==> src/rtl/cop_pkg.sv <==
// cop_pkg: definitions shared by the coprocessor dispatcher and the coprocessor.
//   - opcode constants for the coprocessor instruction group (110000..111000)
//   - bit positions of the instruction fields
//   - dispatcher state encoding
//   - is_legal(): range check on the 6-bit opcode
package cop_pkg;

  localparam logic [5:0] OP_ADD = 6'b110000;
  localparam logic [5:0] OP_SUB = 6'b110001;
  localparam logic [5:0] OP_MUL = 6'b110010;
  localparam logic [5:0] OP_DIV = 6'b110011;
  localparam logic [5:0] OP_CMP = 6'b110100;
  localparam logic [5:0] OP_REV = 6'b110101;
  localparam logic [5:0] OP_RND = 6'b110110;
  localparam logic [5:0] OP_LW  = 6'b110111;
  localparam logic [5:0] OP_SW  = 6'b111000;

  // Field LSBs; opcode is 6 bits, register fields are 5 bits.
  localparam int OPC_LSB = 26;
  localparam int FS_LSB  = 21;
  localparam int FT_LSB  = 16;
  localparam int FD_LSB  = 11;

  typedef enum logic [2:0] {
    ST_IDLE,
    ST_MEM_RD,
    ST_ISSUE,
    ST_WAIT,
    ST_MEM_WR
  } state_e;

  function automatic logic is_legal(input logic [5:0] op);
    return (op >= OP_ADD) && (op <= OP_SW);
  endfunction

endpackage

==> src/rtl/cop_dispatch_if.sv <==
// cop_dispatch_if: command/response bundle between the dispatcher and the
// coprocessor.
//   master (dispatcher): drives cop_valid, cop_opcode, cop_rs1/rs2/rd, cop_wdata;
//                        receives cop_rdata, cop_done, cop_lt/gt/eq, cop_dbz.
//   slave  (coprocessor): the mirror image.
interface cop_dispatch_if;
  logic        cop_valid;
  logic [5:0]  cop_opcode;
  logic [4:0]  cop_rs1;
  logic [4:0]  cop_rs2;
  logic [4:0]  cop_rd;
  logic [31:0] cop_wdata;
  logic [31:0] cop_rdata;
  logic        cop_done;
  logic        cop_lt;
  logic        cop_gt;
  logic        cop_eq;
  logic        cop_dbz;

  modport master (
    output cop_valid, cop_opcode, cop_rs1, cop_rs2, cop_rd, cop_wdata,
    input  cop_rdata, cop_done, cop_lt, cop_gt, cop_eq, cop_dbz
  );

  modport slave (
    input  cop_valid, cop_opcode, cop_rs1, cop_rs2, cop_rd, cop_wdata,
    output cop_rdata, cop_done, cop_lt, cop_gt, cop_eq, cop_dbz
  );
endinterface

==> src/rtl/cop_dispatch.sv <==
// cop_dispatch: accepts coprocessor instructions from the core, fetches load
// data from memory (lw), issues a one-cycle command to the coprocessor, waits
// for completion with a bounded timeout, and writes store data back (sw).
// Ports:
//   clk, rst                  clock, synchronous active-high reset
//   instr_valid/instr/ea      instruction from the core, accepted in IDLE
//   instr_ready, busy         IDLE indication / core stall
//   cop (master modport)      coprocessor command and completion
//   mem_read/mem_write/mem_addr/mem_wdata/mem_rdata/mem_ready  memory port
//   flag_lt/gt/eq             last cmp result; dbz_sticky + flag_clr
//   illegal_op, timeout       single-cycle error pulses
module cop_dispatch
  import cop_pkg::*;
#(
  parameter int TIMEOUT = 64
) (
  input  logic                 clk,
  input  logic                 rst,
  input  logic                 instr_valid,
  input  logic [31:0]          instr,
  input  logic [31:0]          ea,
  output logic                 instr_ready,
  output logic                 busy,
  cop_dispatch_if.master       cop,
  output logic                 mem_read,
  output logic                 mem_write,
  output logic [31:0]          mem_addr,
  output logic [31:0]          mem_wdata,
  input  logic [31:0]          mem_rdata,
  input  logic                 mem_ready,
  output logic                 flag_lt,
  output logic                 flag_gt,
  output logic                 flag_eq,
  output logic                 dbz_sticky,
  input  logic                 flag_clr,
  output logic                 illegal_op,
  output logic                 timeout
);

  localparam int CW = (TIMEOUT > 1) ? $clog2(TIMEOUT) : 1;
  localparam logic [CW-1:0] CNT_LAST = CW'(TIMEOUT - 1);

  state_e         state_q;
  logic [5:0]     op_q;
  logic [31:0]    ea_q;
  logic [4:0]     rs1_q, rs2_q, rd_q;
  logic [CW-1:0]  cnt_q;
  logic [31:0]    cwdata_q, mwdata_q;
  logic           lt_q, gt_q, eq_q, dbz_q;
  logic           ill_q, to_q;

  logic [5:0]     opc;
  logic [4:0]     fs, ft, fd;
  logic           unused_instr;

  assign opc = instr[OPC_LSB +: 6];
  assign fs  = instr[FS_LSB  +: 5];
  assign ft  = instr[FT_LSB  +: 5];
  assign fd  = instr[FD_LSB  +: 5];
  assign unused_instr = ^instr[FD_LSB-1:0];

  always_ff @(posedge clk) begin
    if (rst) begin
      state_q  <= ST_IDLE;
      op_q     <= '0;
      ea_q     <= '0;
      rs1_q    <= '0;
      rs2_q    <= '0;
      rd_q     <= '0;
      cnt_q    <= '0;
      cwdata_q <= '0;
      mwdata_q <= '0;
      lt_q     <= 1'b0;
      gt_q     <= 1'b0;
      eq_q     <= 1'b0;
      dbz_q    <= 1'b0;
      ill_q    <= 1'b0;
      to_q     <= 1'b0;
    end else begin
      ill_q <= 1'b0;
      to_q  <= 1'b0;
      // A dbz set later in this block overrides the clear (set wins).
      if (flag_clr) dbz_q <= 1'b0;

      case (state_q)
        ST_IDLE: begin
          if (instr_valid) begin
            if (!is_legal(opc)) begin
              ill_q <= 1'b1;
            end else begin
              op_q <= opc;
              ea_q <= ea;
              // Register fields are routed per instruction class at accept
              // time so the command bus is stable from ISSUE onward.
              case (opc)
                OP_LW:   begin rs1_q <= '0; rs2_q <= '0; rd_q <= ft; end
                OP_SW:   begin rs1_q <= ft; rs2_q <= '0; rd_q <= '0; end
                OP_REV:  begin rs1_q <= fs; rs2_q <= '0; rd_q <= fd; end
                default: begin rs1_q <= fs; rs2_q <= ft; rd_q <= fd; end
              endcase
              state_q <= (opc == OP_LW) ? ST_MEM_RD : ST_ISSUE;
            end
          end
        end

        ST_MEM_RD: begin
          if (mem_ready) begin
            cwdata_q <= mem_rdata;
            state_q  <= ST_ISSUE;
          end
        end

        ST_ISSUE: begin
          cnt_q   <= '0;
          state_q <= ST_WAIT;
        end

        ST_WAIT: begin
          // Completion on the final counted cycle still counts as done.
          if (cop.cop_done) begin
            if (op_q == OP_CMP) begin
              lt_q <= cop.cop_lt;
              gt_q <= cop.cop_gt;
              eq_q <= cop.cop_eq;
            end
            if ((op_q == OP_DIV || op_q == OP_REV) && cop.cop_dbz)
              dbz_q <= 1'b1;
            if (op_q == OP_SW) begin
              mwdata_q <= cop.cop_rdata;
              state_q  <= ST_MEM_WR;
            end else begin
              state_q  <= ST_IDLE;
            end
          end else if (cnt_q == CNT_LAST) begin
            to_q    <= 1'b1;
            state_q <= ST_IDLE;
          end else begin
            cnt_q <= cnt_q + 1'b1;
          end
        end

        ST_MEM_WR: begin
          if (mem_ready) state_q <= ST_IDLE;
        end

        default: state_q <= ST_IDLE;
      endcase
    end
  end

  // Strobes decode directly from the state register.
  assign instr_ready    = (state_q == ST_IDLE);
  assign busy           = (state_q != ST_IDLE);
  assign mem_read       = (state_q == ST_MEM_RD);
  assign mem_write      = (state_q == ST_MEM_WR);
  assign mem_addr       = ea_q;
  assign mem_wdata      = mwdata_q;

  assign cop.cop_valid  = (state_q == ST_ISSUE);
  assign cop.cop_opcode = op_q;
  assign cop.cop_rs1    = rs1_q;
  assign cop.cop_rs2    = rs2_q;
  assign cop.cop_rd     = rd_q;
  assign cop.cop_wdata  = cwdata_q;

  assign flag_lt        = lt_q;
  assign flag_gt        = gt_q;
  assign flag_eq        = eq_q;
  assign dbz_sticky     = dbz_q;
  assign illegal_op     = ill_q;
  assign timeout        = to_q;

endmodule

==> src/flat_wrapper.sv <==
// flat-port wrapper written by rule: the top's interface ports become plain ports
module cop_dispatch_flat import cop_pkg::*;
#(
  parameter int TIMEOUT = 64
)
  (clk, rst, instr_valid, instr, ea, instr_ready, busy, mem_read, mem_write, mem_addr, mem_wdata, mem_rdata, mem_ready, flag_lt, flag_gt, flag_eq, dbz_sticky, flag_clr, illegal_op, timeout, cop_cop_valid, cop_cop_opcode, cop_cop_rs1, cop_cop_rs2, cop_cop_rd, cop_cop_wdata, cop_cop_rdata, cop_cop_done, cop_cop_lt, cop_cop_gt, cop_cop_eq, cop_cop_dbz);
  cop_dispatch_if cop_i ();
  input  logic clk;
  input  logic rst;
  input  logic instr_valid;
  input  logic [31:0] instr;
  input  logic [31:0] ea;
  output logic instr_ready;
  output logic busy;
  output logic mem_read;
  output logic mem_write;
  output logic [31:0] mem_addr;
  output logic [31:0] mem_wdata;
  input  logic [31:0] mem_rdata;
  input  logic mem_ready;
  output logic flag_lt;
  output logic flag_gt;
  output logic flag_eq;
  output logic dbz_sticky;
  input  logic flag_clr;
  output logic illegal_op;
  output logic timeout;
  output wire logic [$bits(cop_i.cop_valid)-1:0] cop_cop_valid;
  output wire logic [$bits(cop_i.cop_opcode)-1:0] cop_cop_opcode;
  output wire logic [$bits(cop_i.cop_rs1)-1:0] cop_cop_rs1;
  output wire logic [$bits(cop_i.cop_rs2)-1:0] cop_cop_rs2;
  output wire logic [$bits(cop_i.cop_rd)-1:0] cop_cop_rd;
  output wire logic [$bits(cop_i.cop_wdata)-1:0] cop_cop_wdata;
  input wire logic [$bits(cop_i.cop_rdata)-1:0] cop_cop_rdata;
  input wire logic [$bits(cop_i.cop_done)-1:0] cop_cop_done;
  input wire logic [$bits(cop_i.cop_lt)-1:0] cop_cop_lt;
  input wire logic [$bits(cop_i.cop_gt)-1:0] cop_cop_gt;
  input wire logic [$bits(cop_i.cop_eq)-1:0] cop_cop_eq;
  input wire logic [$bits(cop_i.cop_dbz)-1:0] cop_cop_dbz;
  assign cop_cop_valid = cop_i.cop_valid;
  assign cop_cop_opcode = cop_i.cop_opcode;
  assign cop_cop_rs1 = cop_i.cop_rs1;
  assign cop_cop_rs2 = cop_i.cop_rs2;
  assign cop_cop_rd = cop_i.cop_rd;
  assign cop_cop_wdata = cop_i.cop_wdata;
  assign cop_i.cop_rdata = cop_cop_rdata;
  assign cop_i.cop_done = cop_cop_done;
  assign cop_i.cop_lt = cop_cop_lt;
  assign cop_i.cop_gt = cop_cop_gt;
  assign cop_i.cop_eq = cop_cop_eq;
  assign cop_i.cop_dbz = cop_cop_dbz;
  cop_dispatch #(.TIMEOUT(TIMEOUT)) u_core (.clk(clk), .rst(rst), .instr_valid(instr_valid), .instr(instr), .ea(ea), .instr_ready(instr_ready), .busy(busy), .cop(cop_i), .mem_read(mem_read), .mem_write(mem_write), .mem_addr(mem_addr), .mem_wdata(mem_wdata), .mem_rdata(mem_rdata), .mem_ready(mem_ready), .flag_lt(flag_lt), .flag_gt(flag_gt), .flag_eq(flag_eq), .dbz_sticky(dbz_sticky), .flag_clr(flag_clr), .illegal_op(illegal_op), .timeout(timeout));
endmodule
==> config.mk <==
export PLATFORM = sky130hd
export DESIGN_NAME = cop_dispatch_flat
export DESIGN_NICKNAME = d
export VERILOG_FILES = /design/src/rtl/cop_pkg.sv /design/src/rtl/cop_dispatch_if.sv /design/src/rtl/cop_dispatch.sv /design/src/flat_wrapper.sv
export SDC_FILE = /design/constraint.sdc
export NUM_CORES = 1
export LEC_CHECK = 0
export ABC_CLOCK_PERIOD_IN_PS = 2360
export CAP_MARGIN = 25
export CELL_PAD_IN_SITES_DETAIL_PLACEMENT = 1
export CELL_PAD_IN_SITES_GLOBAL_PLACEMENT = 2
export CORE_AREA = 4 4 159 161
export DETAILED_ROUTE_END_ITERATION = 12
export DIE_AREA = 0 0 163 165
export PLACE_DENSITY_LB_ADDON = 0.3
export SYNTH_ARGS = -nofsm -noshare
export SYNTH_HDL_FRONTEND = slang
export SYNTH_SLANG_ARGS = --single-unit
==> constraint.sdc <==
create_clock -name clk -period 2.36 [get_ports clk]
set_input_delay 0.708 -clock clk [delete_from_list [all_inputs] [get_ports clk]]
set_output_delay 0.708 -clock clk [all_outputs]
set_load 0.005 [all_outputs]
Word-level counts from Yosys, hierarchy flattened
Index checks and enable logic that the tools add are counted.
{"block": "word_totals", "register_bits": 132, "latch_bits": 0, "mem_bits_rw": 0, "rom_bits": 0, "out_inout_bits": 128, "word_cells": 76, "mem_count": 0}
{"block": "classes", "n_addsub": 1, "multipliers": 0, "div_mod_pow": 0, "magnitude_cmp": 2, "eq_ne": 19, "shifts": 0, "muxes": 21, "bitwise": 3, "reduce_logical": 15}
{"operator": "== test 6 bit, second input constant", "n": 8}
{"operator": "2-to-1 mux 3 bit", "n": 7}
{"operator": "case mux 5 bit (2 select lines)", "n": 2}
{"operator": "case mux 3 bit (5 select lines)", "n": 1}
{"operator": "2-to-1 mux 6 bit", "n": 2}
{"operator": "case mux 6 bit (2 select lines)", "n": 1}
{"operator": "AND reduction 3 bit", "n": 4}
{"operator": "OR reduction 3 bit", "n": 3}
{"operator": "adder 6 x 1 -> 6 bit, second input constant", "n": 1}
{"operator": "== test 3 x 2 -> 1 bit, second input constant", "n": 2}
{"operator": ">= comparator 6 bit, second input constant", "n": 1}
{"operator": "<= comparator 6 bit, second input constant", "n": 1}
{"operator": "2-to-1 mux 1 bit", "n": 6}
{"operator": "!= test 2 x 1 -> 1 bit, second input constant", "n": 3}
{"operator": "!= test 2 bit, second input constant", "n": 3}
{"operator": "2-to-1 mux 5 bit", "n": 1}
{"operator": "AND reduction 5 bit", "n": 1}
{"operator": "== test 3 x 1 -> 1 bit, second input constant", "n": 1}
{"operator": "== test 3 bit, second input constant", "n": 1}
{"operator": "zero test 3 bit", "n": 1}
{"operator": "!= test 3 x 2 -> 1 bit, second input constant", "n": 1}
{"operator": "inverter 1 bit", "n": 3}
{"operator": "nonzero test 3 bit", "n": 1}
{"operator": "logical AND 1 bit", "n": 2}
{"operator": "other kinds (4)", "n": 4}

Longest topological paths before layout
Gate-level depths: netlist (run 1).
{"block": "depth", "word_depth": 6, "mapped_depth": 6}

Worst setup path before layout (run 1)
No wires, ideal clock.
{"block": "synth_timing", "path_kind": "input to register", "start": "in instr_valid", "end": "reg u_core.rd_q[2], in the netlist u_core.cop.cop_rd[2]", "setup_time_ns": 0.132, "arrival_ns": 2.045, "path_slack_ns": 0.184, "cell_stages": 6, "path_buffers": 2, "path_cell_list": "or4b_4 -> or3_1 -> buf_2 -> buf_6 -> a221oi_2 -> nor3_1"}
{"block": "synth_between", "elab_chain_cells": 1}
{"item": "start: declaration", "line": "flat_wrapper.sv:10", "rtl": "input logic instr_valid;"}
{"item": "AND reduction 3 bit (no source line)"}
{"item": "end signal: assignment", "line": "cop_dispatch.sv:69", "rtl": "rd_q <= '0;"}
{"item": "end signal: assignment", "line": "cop_dispatch.sv:96", "rtl": "OP_LW: begin rs1_q <= '0; rs2_q <= '0; rd_q <= ft; end"}
{"item": "end signal: assignment", "line": "cop_dispatch.sv:97", "rtl": "OP_SW: begin rs1_q <= ft; rs2_q <= '0; rd_q <= '0; end"}
{"item": "end: declaration", "line": "cop_dispatch.sv:46", "rtl": "logic [4:0] rs1_q, rs2_q, rd_q;"}
No other way between the ends.
A chain may end at the register's enable or synchronous reset.

Worst setup path in the final report (run 1)
{"block": "layout_timing", "start": "in instr_valid", "end": "reg u_core.rs2_q[4], in the netlist u_core.cop.cop_rs2[4]"}
{"block": "layout_between", "elab_chain_cells": 1}
{"item": "AND reduction 3 bit (no source line)"}
{"item": "end signal: assignment", "line": "cop_dispatch.sv:68", "rtl": "rs2_q <= '0;"}
{"item": "end signal: assignment", "line": "cop_dispatch.sv:96"}
{"item": "end signal: assignment", "line": "cop_dispatch.sv:97"}
{"item": "end: declaration", "line": "cop_dispatch.sv:46"}
No other way between the ends.

==> out/metrics.cfg, run 1 <==
[pwr]
intPower_w = 0.004404
seq_power_share_pct = 40.4
swShare_pct = 23.20
ir_worst_vdd_mv = 0.4020
p_comb_share_pct = 11.6
powerDensity_mw_per_mm2 = 652.9
p_sw_w = 0.001330
clock_power_share_pct = 48.0
p_total_w = 0.005734
p_leak_nw = 3.059

[clock_tree]
insertion_delay_ps = 410
cts_buffer_depth = 2
cts.hold.buffers_added = 0
cts_tree = done
cts_buffers = 17
htreeDepth = 4
path_clk_slew_ps = 60
cts.sinks = 132
root_buffer = clkbuf_16

[floorplan]
ios = 266
start_util_pct = 20.69
core_sq_mm = 0.02396
dieArea_sq_mm = 0.02690
row_count = 57
dieHeight_microns = 165
dieWidth_microns = 163

[finish]
syn2layout_area_growth_pct = 77.11
final_net_count = 1022
drive_above_1_share_pct = 10.60
finalNonFillerCells = 1220
layout_common_cells = clkdlybuf4s50_1 (248), nand2_1 (205), dfxtp_1 (130)
num_antenna_cells = 0
final_common_cell = clkdlybuf4s50_1
utilization_pct = 36.65

[detailed_routing]
antenna_left = 0
drc_errors = 0
firstDrtPassIters = 4
vias = 5127
routed_via_density = 4.202
routedWlPerCell_microns = 15.52
drt-initial-drc-count = 176
wl_microns = 18940

[timing]
rsz0062_at_grt = yes
tightest_slew_ps = 489.2
fmax_mhz = 434.3
max_slew_margin_pct = 67.39
post-route-min-period_ps = 2303
fin_ws_ps = 57.28
whs_ps = 450.8
final.period_utilization_pct = 97.57
setup_viol = 0
hold_viol_final = 0
fin_skew_ps = 8.903
maxSlewViolCount = 0

[grt]
grt_first_pass_wirelength_microns = 29060
grt.overflow.total = 0
antenna_found_initial = 0
grt_pass1_vias = 5260
grt_max_degree = 42
track_usage_pct = 13.74

[place]
dpl.cell_count = 1186
dpl.hpwl_microns = 13800
dp_slack_ps = -496.4
place_congestion = 0.6822
io_buffers = 254

[synth]
synth_warnings = 0
synthFlopType = dfxtp_1
synth_seq_cells = 132
async_flop_share_pct = 0
avgSynthCellArea_sq_um = 8.142
netlist_area_sq_mm = 0.004959
synth.distinct_cells = 45
synth-seq-area-share_pct = 53.29
syn-num-nets = 748
netlist_instances = 609
synth_edf_count = 0

[critical_path]
crit_buf_inv = 3
worstRegToRegCells = 7
end_kind = flop
cp_max_fo = 5
critPathArrivalTime_ps = 2600
path_class = in2reg
critical_path_cell_count = 7
crit_family = buffers and inverters
cp_common_cell = buf_4
cp_slowest_cell = clkdlybuf4s50_1
cp_data_required_time_ps = 2660
cp_slowest_stage_delay_ps = 500
worstPathCellList = clkdlybuf4s50_1 > or4b_4 > buf_4 > nor3_2 > buf_4 > nor2_1 > a22o_1
start_kind = input port

[min_path]
worstHoldPathType = reg2reg
hold_depth = 2

[run]
maxCapViolCount = 0

[outcome]
outcome = completed

-- sequential cells by signal, summed over array words and instances, names as in the netlist --
signal                 cells
u_core.mem_wdata          32
u_core.flag_gt             1
u_core.cop.cop_wdata      32
u_core.cnt_q               6
u_core.cop.cop_rd          5
u_core.flag_eq             1
u_core.timeout             1
u_core.cop.cop_rs2         5
u_core.mem_addr           32
u_core.cop.cop_rs1         5
u_core.cop.cop_opcode      6
u_core.state_q             3
u_core.flag_lt             1
u_core.illegal_op          1
u_core.dbz_sticky          1
-- layout make-up --
class                      count  area, sq um
fill                        2813        15180
timing repair buffer         298         2953
sequential                   132         2650
multi-input combinational    429         2143
clock buffer                  20        456.7
tap                          324        405.4
clock inverter                12        155.1
inverter                       5        18.77
-- worst paths after layout --
check                            from               endpoint  slack (ps)
setup reg to reg    u_core.state_q[2]  u_core.cop.cop_rs2[4]         290
setup / recovery          instr_valid  u_core.cop.cop_rs2[4]          60
hold reg to reg   u_core.mem_wdata[7]    u_core.mem_wdata[7]         450
hold / removal    u_core.mem_wdata[7]    u_core.mem_wdata[7]         450
-- per-layer routing --
layer	wire length, microns	vias up	track usage, %
met5	0	-	0
met1	8472	2374	16.85
met2	8750	155	22.26
met3	1513	12	5.790
met4	199	0	3.698
li1	-	2586	-
-- synth_stat cells, drive strengths merged (5+ instances only) --
cell type / instances / area share (%)
nor3: 17 / 1.7
dfxtp: 132 / 53
clkbuf: 31 / 2.3
buf: 12 / 1.5
a21oi: 103 / 10
a221oi: 10 / 2.3
inv: 5 / 0.38
nand2: 205 / 16
nor2: 27 / 2.0
a22o: 5 / 0.88
-- logic make-up (layout without fill, tap and decap cells) --
| family | after synthesis | in the layout | synth area share [%] |
|---|---|---|---|
| xor+xnor | 4 | 4 | 0.7065 |
| compound gates | 138 | 138 | 16.60 |
| buf+inv | 48 | 335 | 4.214 |
| simple gates | 282 | 282 | 24.12 |
| flops | 132 | 132 | 53.29 |
| fa+ha+maj | 2 | 2 | 0.4542 |
| mux | 3 | 3 | 0.6056 |
-- power by group through the flow --
stage / combinational, W / clock, W / sequential, W
floorplan: 0.000193 / 0 / 0.00236
global placement: 0.000663 / 0 / 0.00236
detailed placement: 0.000664 / 0 / 0.00236
CTS: 0.000677 / 0.00288 / 0.00232
global route: 0.000725 / 0.00296 / 0.00232
finish: 0.000664 / 0.00275 / 0.00232
-- through the flow --
step | setup TNS, ps | cell area [sq um]
after floorplan | 0 | 4959
after global placement | -21820 | 8128
after detailed placement | -22310 | 8128
after CTS | 0 | 8773
after global routing | -16.00 | 8782
final | 0 | 8782
-- tightest hold or removal path, delay by kind of cell, from the launching register on --
kind             cells  cell delay, ps
flip-flops           1             310
AND/OR/NAND/NOR      1              50
AO/OA/AOI/OAI        1              50
-- what timing repair did --
item                       4_1_cts  5_1_grt
setup endpoints to repair       27        5
setup buffers                    2        0
gates resized for setup         13        5
(Power assumes the default switching activity.)
==> run 2: changes to the inputs <==
--- a/config.mk
+++ b/config.mk
@@ -10,6 +10,7 @@
 export CELL_PAD_IN_SITES_DETAIL_PLACEMENT = 1
 export CELL_PAD_IN_SITES_GLOBAL_PLACEMENT = 2
 export CORE_AREA = 4 4 159 161
+export CTS_CLUSTER_DIAMETER = 120
 export DETAILED_ROUTE_END_ITERATION = 12
 export DIE_AREA = 0 0 163 165
 export PLACE_DENSITY_LB_ADDON = 0.3
==> results of run 2 <==
The final DEF is identical to that of run 1; final timing and power are the same.
